File: config.mk
export PLATFORM = sky130hd
export DESIGN_NAME = yutorina_id_fwd_stage
export DESIGN_NICKNAME = d
export VERILOG_FILES = /design/src/rtl/yutorina_id_fwd_stage_pkg.sv /design/src/rtl/yutorina_fwd_mux.sv /design/src/rtl/yutorina_id_fwd_stage.sv
export SDC_FILE = /design/constraint.sdc
export NUM_CORES = 1
export LEC_CHECK = 0
export ABC_AREA = 0
export BUFFER_PORTS_ARGS = -buffer_cell sky130_fd_sc_hd__buf_2
export CAP_MARGIN = 10
export CORE_AREA = 3 3 161 163
export DETAILED_ROUTE_END_ITERATION = 10
export DIE_AREA = 0 0 164 166
export PLACE_DENSITY = 0.53
export SYNTH_ARGS = -nofsm -noshare
export SYNTH_HDL_FRONTEND = slang
export SYNTH_SLANG_ARGS = --single-unit
File: constraint.sdc
create_clock -name clk -period 2.8 [get_ports clk]
set_input_delay 0.14 -clock clk [delete_from_list [all_inputs] [get_ports clk]]
set_output_delay 0.14 -clock clk [all_outputs]
set_load 0.05 [all_outputs]
File: src/rtl/yutorina_id_fwd_stage_pkg.sv
// Shared widths, the NOP control encoding and the bubble-counter helper
// for the Yutorina decode/forwarding stage.
package yutorina_id_fwd_stage_pkg;

  localparam int DEF_DATA_W   = 32;
  localparam int DEF_PC_W     = 30;
  localparam int DEF_GPR_AW   = 5;
  localparam int DEF_CTL_W    = 16;
  localparam int DEF_NUM_FWD  = 2;
  localparam int BUBBLE_CNT_W = 16;

  localparam logic [DEF_CTL_W-1:0] CTL_NOP = '0;

  function automatic logic [BUBBLE_CNT_W-1:0] sat_inc(input logic [BUBBLE_CNT_W-1:0] v);
    sat_inc = (v == '1) ? v : v + 1'b1;
  endfunction

endpackage

File: src/rtl/yutorina_fwd_mux.sv
// Priority forwarding match for one operand: the lowest-index (nearest)
// valid source whose destination equals the operand address wins.
module yutorina_fwd_mux
  import yutorina_id_fwd_stage_pkg::*;
#(
  parameter int DATA_W  = DEF_DATA_W,
  parameter int GPR_AW  = DEF_GPR_AW,
  parameter int NUM_FWD = DEF_NUM_FWD
) (
  input  logic [GPR_AW-1:0]         addr,
  input  logic [DATA_W-1:0]         gpr_data,
  input  logic [NUM_FWD-1:0]        fwd_valid,
  input  logic [NUM_FWD-1:0]        fwd_pending,
  input  logic [NUM_FWD*GPR_AW-1:0] fwd_addr,
  input  logic [NUM_FWD*DATA_W-1:0] fwd_data,
  output logic [DATA_W-1:0]         value,
  output logic                      hit,
  output logic                      pending
);

  // Walk oldest to nearest so the nearest match overwrites; r0 never matches.
  always_comb begin
    value   = gpr_data;
    hit     = 1'b0;
    pending = 1'b0;
    for (int k = NUM_FWD - 1; k >= 0; k--) begin
      if (fwd_valid[k] && (addr != '0) && (fwd_addr[k*GPR_AW +: GPR_AW] == addr)) begin
        value   = fwd_data[k*DATA_W +: DATA_W];
        hit     = 1'b1;
        pending = fwd_pending[k];
      end
    end
  end

endmodule

File: src/rtl/yutorina_id_fwd_stage.sv
// Decode-stage pipeline register: resolves operands through the forwarding
// network, detects load-use / pending-producer hazards and inserts bubbles.
module yutorina_id_fwd_stage
  import yutorina_id_fwd_stage_pkg::*;
#(
  parameter int DATA_W  = DEF_DATA_W,
  parameter int PC_W    = DEF_PC_W,
  parameter int GPR_AW  = DEF_GPR_AW,
  parameter int CTL_W   = DEF_CTL_W,
  parameter int NUM_FWD = DEF_NUM_FWD
) (
  input  logic                      clk,
  input  logic                      rst,
  input  logic                      stall,
  input  logic                      flush,
  input  logic                      in_valid,
  input  logic [PC_W-1:0]           in_pc,
  input  logic [CTL_W-1:0]          in_ctl,
  input  logic [GPR_AW-1:0]         in_rs1,
  input  logic [GPR_AW-1:0]         in_rs2,
  input  logic                      in_use_rs1,
  input  logic                      in_use_rs2,
  input  logic [GPR_AW-1:0]         in_rd,
  input  logic                      in_we,
  input  logic                      in_is_load,
  input  logic [DATA_W-1:0]         gpr_r_data1,
  input  logic [DATA_W-1:0]         gpr_r_data2,
  input  logic [NUM_FWD-1:0]        fwd_valid,
  input  logic [NUM_FWD-1:0]        fwd_pending,
  input  logic [NUM_FWD*GPR_AW-1:0] fwd_addr,
  input  logic [NUM_FWD*DATA_W-1:0] fwd_data,
  output logic [DATA_W-1:0]         rs1_val,
  output logic [DATA_W-1:0]         rs2_val,
  output logic                      haz,
  output logic                      id_valid,
  output logic [PC_W-1:0]           id_pc,
  output logic [CTL_W-1:0]          id_ctl,
  output logic [DATA_W-1:0]         id_rs1_val,
  output logic [DATA_W-1:0]         id_rs2_val,
  output logic [GPR_AW-1:0]         id_rd,
  output logic                      id_we,
  output logic                      id_is_load,
  output logic [BUBBLE_CNT_W-1:0]   bubble_cnt
);

  logic hit1, hit2, pend1, pend2;
  logic int_match1, int_match2, haz1, haz2;

  yutorina_fwd_mux #(.DATA_W(DATA_W), .GPR_AW(GPR_AW), .NUM_FWD(NUM_FWD)) u_mux1 (
    .addr(in_rs1), .gpr_data(gpr_r_data1), .fwd_valid(fwd_valid), .fwd_pending(fwd_pending),
    .fwd_addr(fwd_addr), .fwd_data(fwd_data), .value(rs1_val), .hit(hit1), .pending(pend1)
  );

  yutorina_fwd_mux #(.DATA_W(DATA_W), .GPR_AW(GPR_AW), .NUM_FWD(NUM_FWD)) u_mux2 (
    .addr(in_rs2), .gpr_data(gpr_r_data2), .fwd_valid(fwd_valid), .fwd_pending(fwd_pending),
    .fwd_addr(fwd_addr), .fwd_data(fwd_data), .value(rs2_val), .hit(hit2), .pending(pend2)
  );

  // The EX-bound register is the nearest candidate but only ever a hazard
  // source; a non-load match there wins and masks older pending producers.
  assign int_match1 = id_valid && id_we && (id_rd != '0) && (id_rd == in_rs1);
  assign int_match2 = id_valid && id_we && (id_rd != '0) && (id_rd == in_rs2);
  assign haz1 = in_use_rs1 && (int_match1 ? id_is_load : (hit1 && pend1));
  assign haz2 = in_use_rs2 && (int_match2 ? id_is_load : (hit2 && pend2));

  // Upstream handshake: haz=1 means the decoder must hold and re-present the
  // same instruction next cycle; stall=1 freezes this stage entirely.
  assign haz = in_valid && (haz1 || haz2);

  always_ff @(posedge clk or negedge rst) begin
    if (!rst) begin
      id_valid   <= 1'b0;
      id_pc      <= '0;
      id_ctl     <= '0;
      id_rs1_val <= '0;
      id_rs2_val <= '0;
      id_rd      <= '0;
      id_we      <= 1'b0;
      id_is_load <= 1'b0;
      bubble_cnt <= '0;
    end else if (!stall) begin
      id_pc <= in_pc;
      if (flush || haz || !in_valid) begin
        id_valid   <= 1'b0;
        id_ctl     <= CTL_W'(CTL_NOP);
        id_rs1_val <= '0;
        id_rs2_val <= '0;
        id_rd      <= '0;
        id_we      <= 1'b0;
        id_is_load <= 1'b0;
      end else begin
        id_valid   <= 1'b1;
        id_ctl     <= in_ctl;
        id_rs1_val <= rs1_val;
        id_rs2_val <= rs2_val;
        id_rd      <= in_rd;
        id_we      <= in_we;
        id_is_load <= in_is_load;
      end
      if (!flush && haz) bubble_cnt <= sat_inc(bubble_cnt);
    end
  end

endmodule

==> reports/qor.yml <==
status:
  status: "finished, final reports clean"
clock_network:
  cts.sinks: 134
  htreeDepth: 4
  clkTransAtPathRegs_ns: 0.07
  cts_tree: "built"
  cts_buffers: 17
  cts_max_path_buffers: 2
  cts_root_buf: "clkbuf_16"
  clock_latency_ns: 0.42
yosys:
  synth.area.top_cells: "dfrtp_1 50%, a22o_1 11%, mux2i_1 9.6%"
  synth_fp_nets: 820
  ys_seq_elements: 134
  avgSynthCellArea_um2: 11.03
  postSynth.asyncResetShare_pct: 100.0
  synthCells: 607
  synth_warnings: 0
  ys_seq_area_share_pct: 50.07
  yosysTopAreaCell: "dfrtp_1"
  yosys.area.top_type_share_pct: 50.07
  syn_area_um2: 6696
  ys_types: 38
  synth-edff-count: 0
  synthFlopType: "dfrtp_1"
floorplanning:
  top_level_ports: 411
  row_count: 57
  design.core.area_um2: 24460
  die_w_um: 164
  dieArea_um2: 27220
  start_util_pct: 27.37
  die_h_um: 166
job:
  cap_violations: 0
pwr:
  p_int_mw: 3.896
  worst_ir_drop_vdd_mv: 0.3001
  p_leak_nw: 5.475
  p_sw_share_pct: 35.56
  powerDensity_nw_per_um2: 576.1
  power_switching_mw: 2.150
  seqPwrFrac_pct: 35.2
  clockPowerShare_pct: 38.6
  pwr-share-comb_pct: 26.3
setup_path:
  crit_path_end: "haz"
  cp.arrival_ns: 2.60
  slowest_stage: "or4_1"
  max_stage_delay_ns: 0.49
  crit_path_start_kind: "flip-flop"
  end_kind: "output pin"
  required_ns: 2.66
  rrSetupSlack_ns: 0.12
  r2r_cells: 9
  crit_path_cell_trace: "xor2_1 > or4_1 > or4_4 > o311a_4 > o22ai_4 > and2_4 > buf_8"
  crit_start: "id_rd[3]"
  r2r_end: "id_rs2_val[7]"
  worst-path-max-fanout: 5
  worstSetupPathType: "flip-flop to output pin"
  rr_startpoint: "id_rd[3]"
route:
  antenna_left: 0
  wirelength_um: 25640
  dr.first_iter.drc_count: 327
  vias: 6530
  route.detailed.wl_per_inst_um: 18.34
  dr.pass1.iters: 4
  post-route-drc-count: 0
  drt-vias-per-instance: 4.671
placement:
  placed_cells: 1309
  hpwlAfterDp_um: 19010
  io_buffers: 410
  gp_congestion: 0.8894
global_routing:
  grt_pass1_vias: 6751
  gr-usage-all-layers_pct: 18.32
  overflow: 0
  grt_max_degree: 119
  grt_pass1_wl_um: 38880
  antenna_found_initial: 1
timing:
  worst_slew_pin_slew_ns: 0.6466
  drv_slew: 0
  min_period_ns: 2.735
  rsz0062_at_grt: "yes"
  finalHoldViolCount: 0
  fmax_ghz: 0.3656
  relSlewSlack_pct: 56.89
  finalCritPeriodShare_pct: 97.69
  skew_ns: 0.01323
  report.final.setup_viol: 0
finish:
  drive_gt1_share_pct: 49.39
  most-common-layout-cells: "407 x buf_2, 133 x dfrtp_1, 87 x a22o_1"
  nets: 1273
  instances_no_fill: 1398
  mostFrequentLayoutCell: "buf_2"
  post-route-util_pct: 42.90
  n_fill_cell: 2349
  synthToLayoutAreaGrowth_pct: 56.71
worst_hold_path:
  hold_path.class: "input pin to flip-flop"
[cell type report]
type	count	area, um2	area share (%)
timing repair buffer	479	2824	26.91
clock buffer	17	425.4	4.054
inverter	1	3.754	0.03577
sequential	134	3354	31.97
multi-input combinational	427	3297	31.42
tap	324	405.4	3.863
antenna	1	2.502	0.02385
clock inverter	15	181.4	1.729
[logic make-up after synthesis]
group / share of synthesized area [%]
AO/OA/AOI/OAI: 17.54
AND/OR/NAND/NOR: 8.745
XOR/XNOR: 5.624
flip-flops: 50.07
buffers and inverters: 3.046
multiplexers: 14.78
adder cells (fa/ha/maj): 0.1868
[power groups by stage]
stage | Combinational, mW | Clock [mW] | Sequential (mW)
global route | 1.67 | 2.49 | 2.14
finish | 1.59 | 2.33 | 2.13
floorplan | 0.563 | 0 | 2.59
detailed placement | 1.54 | 0 | 2.16
global placement | 1.53 | 0 | 2.16
CTS | 1.60 | 2.41 | 2.12
[how the worst min path moves through the flow]
stage | startpoint | end | slack (ns) | depth (start not counted)
final | fwd_data[18] | id_rs1_val[18] | 0.07 | 4
after global routing | fwd_data[24] | id_rs1_val[24] | 0.07 | 4
after CTS | fwd_data[3] | id_rs1_val[3] | 0.04 | 4
after detailed placement | rst | id_rs1_val[18] | 0.19 | 1
after global placement | rst | id_rs1_val[15] | 0.18 | 1
after floorplan | rst | bubble_cnt[0] | -0.16 | 0
[critical path, delay by kind of cell (launching register included)]
kind	cells	cell delay, ns
buffers and inverters	1	0.14
xor gates and xnor gates	1	0.14
and+or+nand+nor	3	1.12
DFF	1	0.43
AOI/OAI and AO/OA	2	0.37
[registers in the layout, summed over array words and instances (netlist names)]
signal and flops:
id_pc 30, id_we 1, bubble_cnt 16, id_rd 5, id_ctl 16, id_rs2_val 32, id_is_load 1, id_rs1_val 32
id_valid 1
[stage by stage]
step | hold WS [ns] | setup WS [ns] | power [mW] | instance area (um2) | setup TNS (ns)
after floorplan | -0.1556 | -0.01726 | 3.156 | 6808 | -0.01726
after global placement | 0.1784 | 0.1391 | 3.689 | 9293 | 0
after detailed placement | 0.1894 | 0.1152 | 3.693 | 9293 | 0
after CTS | 0.04478 | 0.009532 | 6.137 | 10470 | 0
after global routing | 0.07155 | -0.02580 | 6.304 | 10490 | -0.02580
final | 0.06950 | 0.06454 | 6.046 | 10490 | 0
[synthesized netlist by cell type, types with 4 or more instances]
cell and number:
dfrtp_1 134, a22o_1 87, mux2i_1 64, nand2_1 42, nor2_1 38, o21ai_0 34, a21oi_1 32, mux2_2 31
clkbuf_1 28, xnor2_1 24, xor2_1 19, nand3_1 11, buf_2 10, and3_1 8, nand4_1 6, or4_1 6
and2_1 4, buf_1 4, nor4_1 4
[per-layer routing]
layer	global-route usage (%)	up-vias	part of all wire [%]
met5	0	-	0
li1	-	3145	-
met1	22.51	3094	41
met3	4.240	42	6.0
met2	31.03	249	50
met4	7.061	0	3.0
[repair_timing]
action,4_1_cts,5_1_grt
endpoints found under the setup margin,1,4
hold buffers,54,0
buffers inserted,1,1
pin swaps,1,2
endpoints found under the hold margin,114,0
resized for setup,5,3
Note: power is estimated with default switching activity, not from simulation.
